==> src/rtl/alu_req_sequencer.sv <==
// Purpose: round-robin shares one external 32-bit ALU (op then shl 0..15) between two requesters, shifts 16..31 via a second doubling pass.
// Latency: accept at edge T -> rsp_valid sampled at T+2 (shamt<16) or T+3 (shamt>=16); one operation in flight.
// Backpressure: req_ready only in IDLE; rsp_valid/rsp_data held until the granted requester's rsp_ready.
module alu_req_sequencer #(
    parameter int DATA_W  = 32,
    parameter int SHAMT_W = 5
) (
    input  logic               clk,
    input  logic               rst_n,
    input  logic [1:0]         req_valid,
    output logic [1:0]         req_ready,
    input  logic [DATA_W-1:0]  req0_a,
    input  logic [DATA_W-1:0]  req0_b,
    input  logic [1:0]         req0_op,
    input  logic [SHAMT_W-1:0] req0_shamt,
    input  logic [DATA_W-1:0]  req1_a,
    input  logic [DATA_W-1:0]  req1_b,
    input  logic [1:0]         req1_op,
    input  logic [SHAMT_W-1:0] req1_shamt,
    output logic [1:0]         rsp_valid,
    input  logic [1:0]         rsp_ready,
    output logic [DATA_W-1:0]  rsp_data,
    output logic [DATA_W-1:0]  alu_a,
    output logic [DATA_W-1:0]  alu_b,
    output logic [1:0]         alu_op,
    output logic [3:0]         alu_shift,
    input  logic [DATA_W-1:0]  alu_out
);

    typedef enum logic [1:0] {
        ST_IDLE  = 2'd0,
        ST_PASS1 = 2'd1,
        ST_PASS2 = 2'd2,
        ST_RESP  = 2'd3
    } state_t;

    localparam logic [1:0] OP_ADD = 2'b11;

    state_t              state_q, state_d;
    logic                grant_q, grant_d;
    logic                last_grant_q, last_grant_d;
    logic [DATA_W-1:0]   a_q, a_d;
    logic [DATA_W-1:0]   b_q, b_d;
    logic [1:0]          op_q, op_d;
    logic [SHAMT_W-1:0]  shamt_q, shamt_d;
    logic [DATA_W-1:0]   res_q, res_d;
    logic [DATA_W-1:0]   rsp_data_q, rsp_data_d;

    logic                sel;
    logic                long_shift;

    // Requester pick: a lone requester wins; on a tie the one not served last wins.
    always_comb begin
        sel = 1'b0;
        if (req_valid == 2'b11) begin
            sel = ~last_grant_q;
        end else begin
            sel = req_valid[1];
        end
    end

    // Shifts beyond the ALU's 0..15 range need the second pass.
    assign long_shift = (shamt_q >= SHAMT_W'(16));

    assign rsp_data = rsp_data_q;

    // State and datapath registers; last_grant resets to 1 so req0 wins the first tie.
    always_ff @(posedge clk or negedge rst_n) begin
        if (!rst_n) begin
            state_q      <= ST_IDLE;
            grant_q      <= 1'b0;
            last_grant_q <= 1'b1;
            a_q          <= '0;
            b_q          <= '0;
            op_q         <= '0;
            shamt_q      <= '0;
            res_q        <= '0;
            rsp_data_q   <= '0;
        end else begin
            state_q      <= state_d;
            grant_q      <= grant_d;
            last_grant_q <= last_grant_d;
            a_q          <= a_d;
            b_q          <= b_d;
            op_q         <= op_d;
            shamt_q      <= shamt_d;
            res_q        <= res_d;
            rsp_data_q   <= rsp_data_d;
        end
    end

    // Next-state, handshake and ALU-drive logic; ALU inputs are zero outside the two passes.
    always_comb begin
        state_d      = state_q;
        grant_d      = grant_q;
        last_grant_d = last_grant_q;
        a_d          = a_q;
        b_d          = b_q;
        op_d         = op_q;
        shamt_d      = shamt_q;
        res_d        = res_q;
        rsp_data_d   = rsp_data_q;
        req_ready    = '0;
        rsp_valid    = '0;
        alu_a        = '0;
        alu_b        = '0;
        alu_op       = '0;
        alu_shift    = '0;

        case (state_q)
            ST_IDLE: begin
                if (|req_valid) begin
                    // Ready is only raised toward a valid requester, so this is the accept.
                    req_ready[sel] = 1'b1;
                    grant_d        = sel;
                    a_d            = sel ? req1_a     : req0_a;
                    b_d            = sel ? req1_b     : req0_b;
                    op_d           = sel ? req1_op    : req0_op;
                    shamt_d        = sel ? req1_shamt : req0_shamt;
                    state_d        = ST_PASS1;
                end
            end

            ST_PASS1: begin
                alu_a     = a_q;
                alu_b     = b_q;
                alu_op    = op_q;
                alu_shift = long_shift ? 4'd15 : shamt_q[3:0];
                res_d     = alu_out;
                if (long_shift) begin
                    state_d = ST_PASS2;
                end else begin
                    rsp_data_d = alu_out;
                    state_d    = ST_RESP;
                end
            end

            ST_PASS2: begin
                // res+res is one more left shift; total = 15 + 1 + (shamt-16).
                alu_a      = res_q;
                alu_b      = res_q;
                alu_op     = OP_ADD;
                alu_shift  = 4'(shamt_q - SHAMT_W'(16));
                rsp_data_d = alu_out;
                state_d    = ST_RESP;
            end

            ST_RESP: begin
                rsp_valid[grant_q] = 1'b1;
                if (rsp_ready[grant_q]) begin
                    last_grant_d = grant_q;
                    state_d      = ST_IDLE;
                end
            end

            default: begin
                state_d = ST_IDLE;
            end
        endcase
    end

endmodule

==> config.mk <==
export PLATFORM = sky130hd
export DESIGN_NAME = alu_req_sequencer
export DESIGN_NICKNAME = d
export VERILOG_FILES = /design/src/rtl/alu_req_sequencer.sv
export SDC_FILE = /design/constraint.sdc
export NUM_CORES = 1
export LEC_CHECK = 0
export CAP_MARGIN = 15
export CORE_ASPECT_RATIO = 1.75
export CORE_MARGIN = 2
export CORE_UTILIZATION = 35
export CTS_CLUSTER_SIZE = 8
export DETAILED_ROUTE_END_ITERATION = 12
export PLACE_DENSITY = 0.68
export RECOVER_POWER = 100
export SETUP_SLACK_MARGIN = 0.05
export SYNTH_ARGS = -nofsm -noshare
export SYNTH_HDL_FRONTEND = slang
export SYNTH_SLANG_ARGS = --single-unit
==> constraint.sdc <==
create_clock -name clk -period 6.09 [get_ports clk]
set_clock_uncertainty 0.2 [all_clocks]
set_input_delay 1.218 -clock clk [delete_from_list [all_inputs] [get_ports clk]]
set_output_delay 1.218 -clock clk [all_outputs]
set_load 0.01 [all_outputs]
# Word level (Yosys, flattened, before mapping)
# Index checks and enable logic that the tools add are counted.
# totals
latch_bits	0
mem_bits_ro	0
input_bits	180
ff_bits	139
ramBits	0
word_cells	57
memories	0
output_inout_bits	106
# classes
muxes	25
n_addsub	1
shifts	0
n_eq_ne	7
n_lt_le_gt_ge	5
n_reduce_logical	9
bitwise_logic	1
div_mod_pow	0
mul	0
# op_table
op	count
32-bit one-hot mux with 2 select lines	3
32-bit two-way mux	3
2-bit two-way mux	6
2-bit one-hot mux with 4 select lines	1
4-bit one-hot mux with 2 select lines	1
2-bit AND reduction	4
2-bit equality test, second input constant	3
1-bit two-way mux	6
2-bit != test, second input constant	3
5-bit >= comparator, second input constant	1
5-bit two-way mux	1
1-bit by 2-bit < comparator with 1-bit output, second input constant	2
4-bit two-way mux	1
2-bit one-hot mux with 2 select lines	1
4-bit by 1-bit subtractor with 4-bit output, second input constant	1
1-bit demux with 1-bit select	2
2-bit by 1-bit equality test with 1-bit output, second input constant	1
1-bit >= comparator, second input constant	2
1-bit logical AND	2
2-bit zero test	1
2-bit nonzero test	1
2-bit OR reduction	1
1-bit NOT	1

# Logic depth before layout (Yosys ltp)
# logic_depth
depth_word	8
depth_mapped	7
ltp_nobuf	5

# Worst setup path after synthesis
# Ideal clock, no wire load.
# synth_path
kind	input port to output port
startpoint	in req_valid[1]
endpoint	out req_ready[1]
setup_slack_ps	2830
n_path_buf	2
t_arrival_ps	1842
path_stages	4
t_required_ps	4672
cell_sequence	a21boi_2 buf_6 buf_2 and2_1
# synth_via
elab_chain_len	8
elab_cells_between_ends	10
classes_between	order compare (2); eq/ne (1); mux (5); reduce/logical (2)
# synth_rtl
item	line	rtl
start: declaration	10	input logic [1:0] req_valid,
2-bit equality test	55	if (req_valid == 2'b11) begin
1-bit two-way mux	55	
1-bit by 2-bit < comparator with 1-bit output (not written as such) / 1-bit >= comparator (equally long branches)	114	req_ready[sel] = 1'b1;
1-bit logical AND (not written as such)	114	
1-bit two-way mux (not written as such)	114	
1-bit demux with 1-bit select	114	
2-bit two-way mux (*)	112	if (|req_valid) begin
2-bit two-way mux (*)	110	case (state_q)
end: declaration	11	output logic [1:0] req_ready,
# Mark *: on every way between the ends. The rest lies on a longest branch, timed or not.

# Worst setup path after layout
# layout_path
startpoint	reg state_q[0]
endpoint	out alu_b[16]
# layout_via
elab_chain_len	2
elab_cells_between_ends	3
classes_between	eq/ne (2); mux (1)
# layout_rtl
item	line	rtl
start: declaration	39	state_t state_q, state_d;
start signal: assignment	80	state_q <= state_d;
2-bit equality test / 2-bit by 1-bit equality test with 1-bit output (equally long branches)	110	
32-bit one-hot mux with 2 select lines (*)	110	
end: declaration	24	output logic [DATA_W-1:0] alu_b,
# Marked as above.

==> run_results.csv <==
group,metric,value,unit
outcome,status,"finished, violations left",
outcome,violations,"capacitance limit, slew limit",
timing,min_period,5.166,ns
routing,postRouteAntennaNets,0,
grt,antenna_found_initial,0,
power_and_ir_drop,ir_drop,0.3302,mV
yosys,synth_cell_types,28,
final_layout,nets,1080,
grt,met3_usage,4.008,%
clocking,cts-buffers-inserted,17,
final_layout,syn2layout_area_growth,52.06,%
yosys,synth_top_family_by_area,"compound AO/OA/AOI/OAI gates",
yosys,yosys_register_bits,139,
timing,slew_violations,218,
timing,rsz0062_at_grt,"no",
final_layout,drive_above_1_share,10.73,%
yosys,synth_compound_area_share,16.82,%
placed_design,port_buffers,285,
floorplan,initial_utilization,35.31,%
worst_hold_path,hold_class,"flop to flop",
routing,drt_pre_antenna_iters,4,
timing,whs,0.2784,ns
yosys,synth-adder-area-share,1.267,%
clocking,clockRootBuffer,"clkbuf_16",
power_and_ir_drop,power.leakage,4.625,nW
power_and_ir_drop,p_switching,1.989,mW
floorplan,die-area,0.02093,mm^2
clocking,hold_buffers,0,
routing,first_iter_violations,231,
clocking,cts_tree,"done",
floorplan,die_w,110.2,um
clocking,cts_resized,0,
floorplan,core,0.01957,mm^2
power_and_ir_drop,internal_power,3.567,mW
setup_path,arrival,3.75,ns
floorplan,pin_count,286,
yosys,synth.cell_area,0.006910,mm^2
grt,grt_pass1_vias,6005,
floorplan,die_h,189.9,um
setup_path,critical_path.slowest_cell,"ha_1",
routing,via_count,5898,
timing,hold_viol,0,
power_and_ir_drop,p_per_area,528.8,mW/mm^2
grt,grt_overflow,0,
power_and_ir_drop,clockPowerShare,21.3,%
routing,drt_wl_total,22200,um
timing,post-route-period-util,84.82,%
timing,finalSetupViolCount,0,
setup_path,critPathRequiredTime,4.67,ns
setup_path,crit_family,"adder cells",
routing,drc_errors,0,
grt,grt_util_met1,23.37,%
yosys,ys_seq_area_share,50.35,%
setup_path,path_buf_inv,3,
grt,use_met2,39.19,%
placed_design,gp_congestion,0.8208,
routing,avgRoutedWirePerCell,19.32,um
grt,grt_pass1_wl,33530,um
clocking,clk_pin_slew_worst_paths,0.06,ns
setup_path,crit_fanout,54,
setup_path,worstPathCellList,"inv_1 > ha_1 > buf_4 > a21boi_0 > dlygate4sd3_1",
placed_design,dp_hpwl,15470,um
clocking,cts.path.max_buffers,2,
yosys,postSynthAreaPerCell,10.93,um^2
clocking,worstSkewPairLatency,0.42,ns
power_and_ir_drop,swShare,35.80,%
setup_path,cp_slowest_stage_delay,1.38,ns
timing,worst_pin_slew,2.969,ns
grt,grt.busiest_layer,"met2",
clocking,post_cts_buffers,0,
timing,fin_setup_tns,0,ns
timing,max_freq,193.6,MHz
setup_path,cp-end-kind,"primary output",
yosys,synth.area.mux_share,15.23,%
clocking,htreeDepth,4,
power_and_ir_drop,p_comb_share,49.1,%
yosys,yosys_warnings,0,
timing,slew_headroom,-97.94,%
clocking,cts_sinks,139,
yosys,synth-xor-area-share,0,%
setup_path,path_class,"flop to primary output",
yosys,syn_nets,819,
yosys,synthSimpleGateAreaFrac,11.73,%
yosys,synth_cells,632,
routing,viasPerCell,5.133,
grt,grt_start_max_net_pins,88,
final_layout,antenna_cells,0,
power_and_ir_drop,pwr-share-seq,29.6,%
setup_path,cp-start-kind,"flop",
grt,track_usage,21.49,%
floorplan,num_rows,68,
run,maxCapViolations,5,
## stage by stage
step / setup WS (ns) / cell area [um^2] / instances / total power [mW] / util [%]
after floorplan: 2.830 / 6910 / 632 / 3.239 / -
after CTS: 1.077 / 10530 / 1148 / 5.772 / 53.82
after global routing: 0.6124 / 10510 / 1149 / 5.909 / 53.70
after detailed placement: 1.075 / 9861 / 1118 / 4.563 / 50.39
after global placement: 1.090 / 9861 / 1118 / 4.515 / 50.39
final: 0.9243 / 10510 / 1149 / 5.556 / 53.70
## metal layers
layer,wire (um),vias up
li1,-,2782
met1,8174,2898
met2,12320,176
met3,932,42
met4,770,0
met5,0,-
## cells in the final DEF (no fill, tap or decap), types with 2 or more instances in the layout
master	n
nor2_1	2
clkinv_4	2
bufinv_16	6
and2_1	2
o21ai_0	36
mux2i_1	32
a21boi_0	69
buf_4	4
mux2_2	56
ha_1	6
dfrtp_1	138
a21oi_1	4
clkbuf_8	2
nor2b_1	3
a221o_1	41
nand2_1	132
clkdlybuf4s50_1	180
and3_1	41
dlygate4sd3_1	104
clkinvlp_4	2
mux2_1	9
inv_1	2
clkbuf_16	17
clkbuf_2	2
clkbuf_1	2
## sequential cells by signal, indices dropped and copies added, names as in the netlist
signal        flops
op_q              2
res_q            32
state_q           2
a_q              32
rsp_data         32
shamt_q           5
b_q              32
grant_q           1
last_grant_q      1
## synth_stat cells
master	count	share of area (%)
nand2_1	132	7.2
a21o_1	1	0.11
ha_1	7	1.3
dfrtp_1	138	50
inv_1	2	0.11
a21boi_0	68	7.4
dfstp_2	1	0.38
buf_2	17	1.2
nor2_4	1	0.16
buf_6	12	2.0
nor2_1	2	0.11
and3b_1	1	0.13
and2_1	2	0.18
nor2b_1	3	0.27
a22oi_1	1	0.11
o21ai_0	34	2.5
buf_1	4	0.22
a21boi_2	1	0.16
buf_4	1	0.11
a211oi_1	1	0.11
and3_1	41	3.7
a21oi_1	4	0.29
o21ai_2	2	0.25
a221o_1	41	5.9
mux2_1	9	1.5
clkbuf_1	18	0.98
mux2_2	56	9.1
mux2i_1	32	4.6
## power groups by stage
stage	clock network, mW	logic [mW]	registers (mW)
5_1_grt	1.24	2.97	1.71
3_5_place_dp	0	2.90	1.66
6_report	1.18	2.73	1.65
2_1_floorplan	0	1.58	1.66
4_1_cts	1.20	2.91	1.66
3_3_place_gp	0	2.87	1.65
## cells by family (layout without fill, tap and decap cells)
| family | after synthesis | in the layout |
|---|---|---|
| AO/OA/AOI/OAI | 153 | 153 |
| adder cells (fa/ha/maj) | 7 | 7 |
| buffers and inverters | 54 | 326 |
| flip-flops | 139 | 139 |
| multiplexers | 97 | 97 |
| AND/OR/NAND/NOR | 182 | 182 |
## worst paths after layout
check / to / slack (ns) / start / cells after the start
hold reg to reg: b_q[22]$_DFFE_PN0P_ / 0.28 / b_q[22]$_DFFE_PN0P_ / 2
setup reg to reg: rsp_data[11]$_DFFE_PN0P_ / 1.02 / state_q[0]$_DFFE_PN0P_ / 5
min in group asynchronous: b_q[14]$_DFFE_PN0P_ / 0.64 / rst_n / 1
setup / recovery: alu_b[16] / 0.92 / state_q[0]$_DFFE_PN0P_ / 5
max in group asynchronous: a_q[23]$_DFFE_PN0P_ / 1.71 / rst_n / 2
hold / removal: b_q[22]$_DFFE_PN0P_ / 0.28 / b_q[22]$_DFFE_PN0P_ / 2
## layout make-up
type | instances | area (um^2)
timing repair buffer | 294 | 2929
inverter | 2 | 7.507
fill | 1769 | 9061
clock inverter | 11 | 217.7
tap | 245 | 306.5
clock buffer | 19 | 452.9
multi-input combinational | 439 | 3114
sequential | 139 | 3480
## worst register-to-register path, delay by kind of cell, from the launching register on
kind                       cells  cell delay (ns)
AOI/OAI and AO/OA              1             2.14
adders and majority gates      1             0.82
buffers and inverters          2             0.93
DFF                            1             0.45
muxes                          1             0.42
Note: power is estimated with default switching activity, not from simulation.
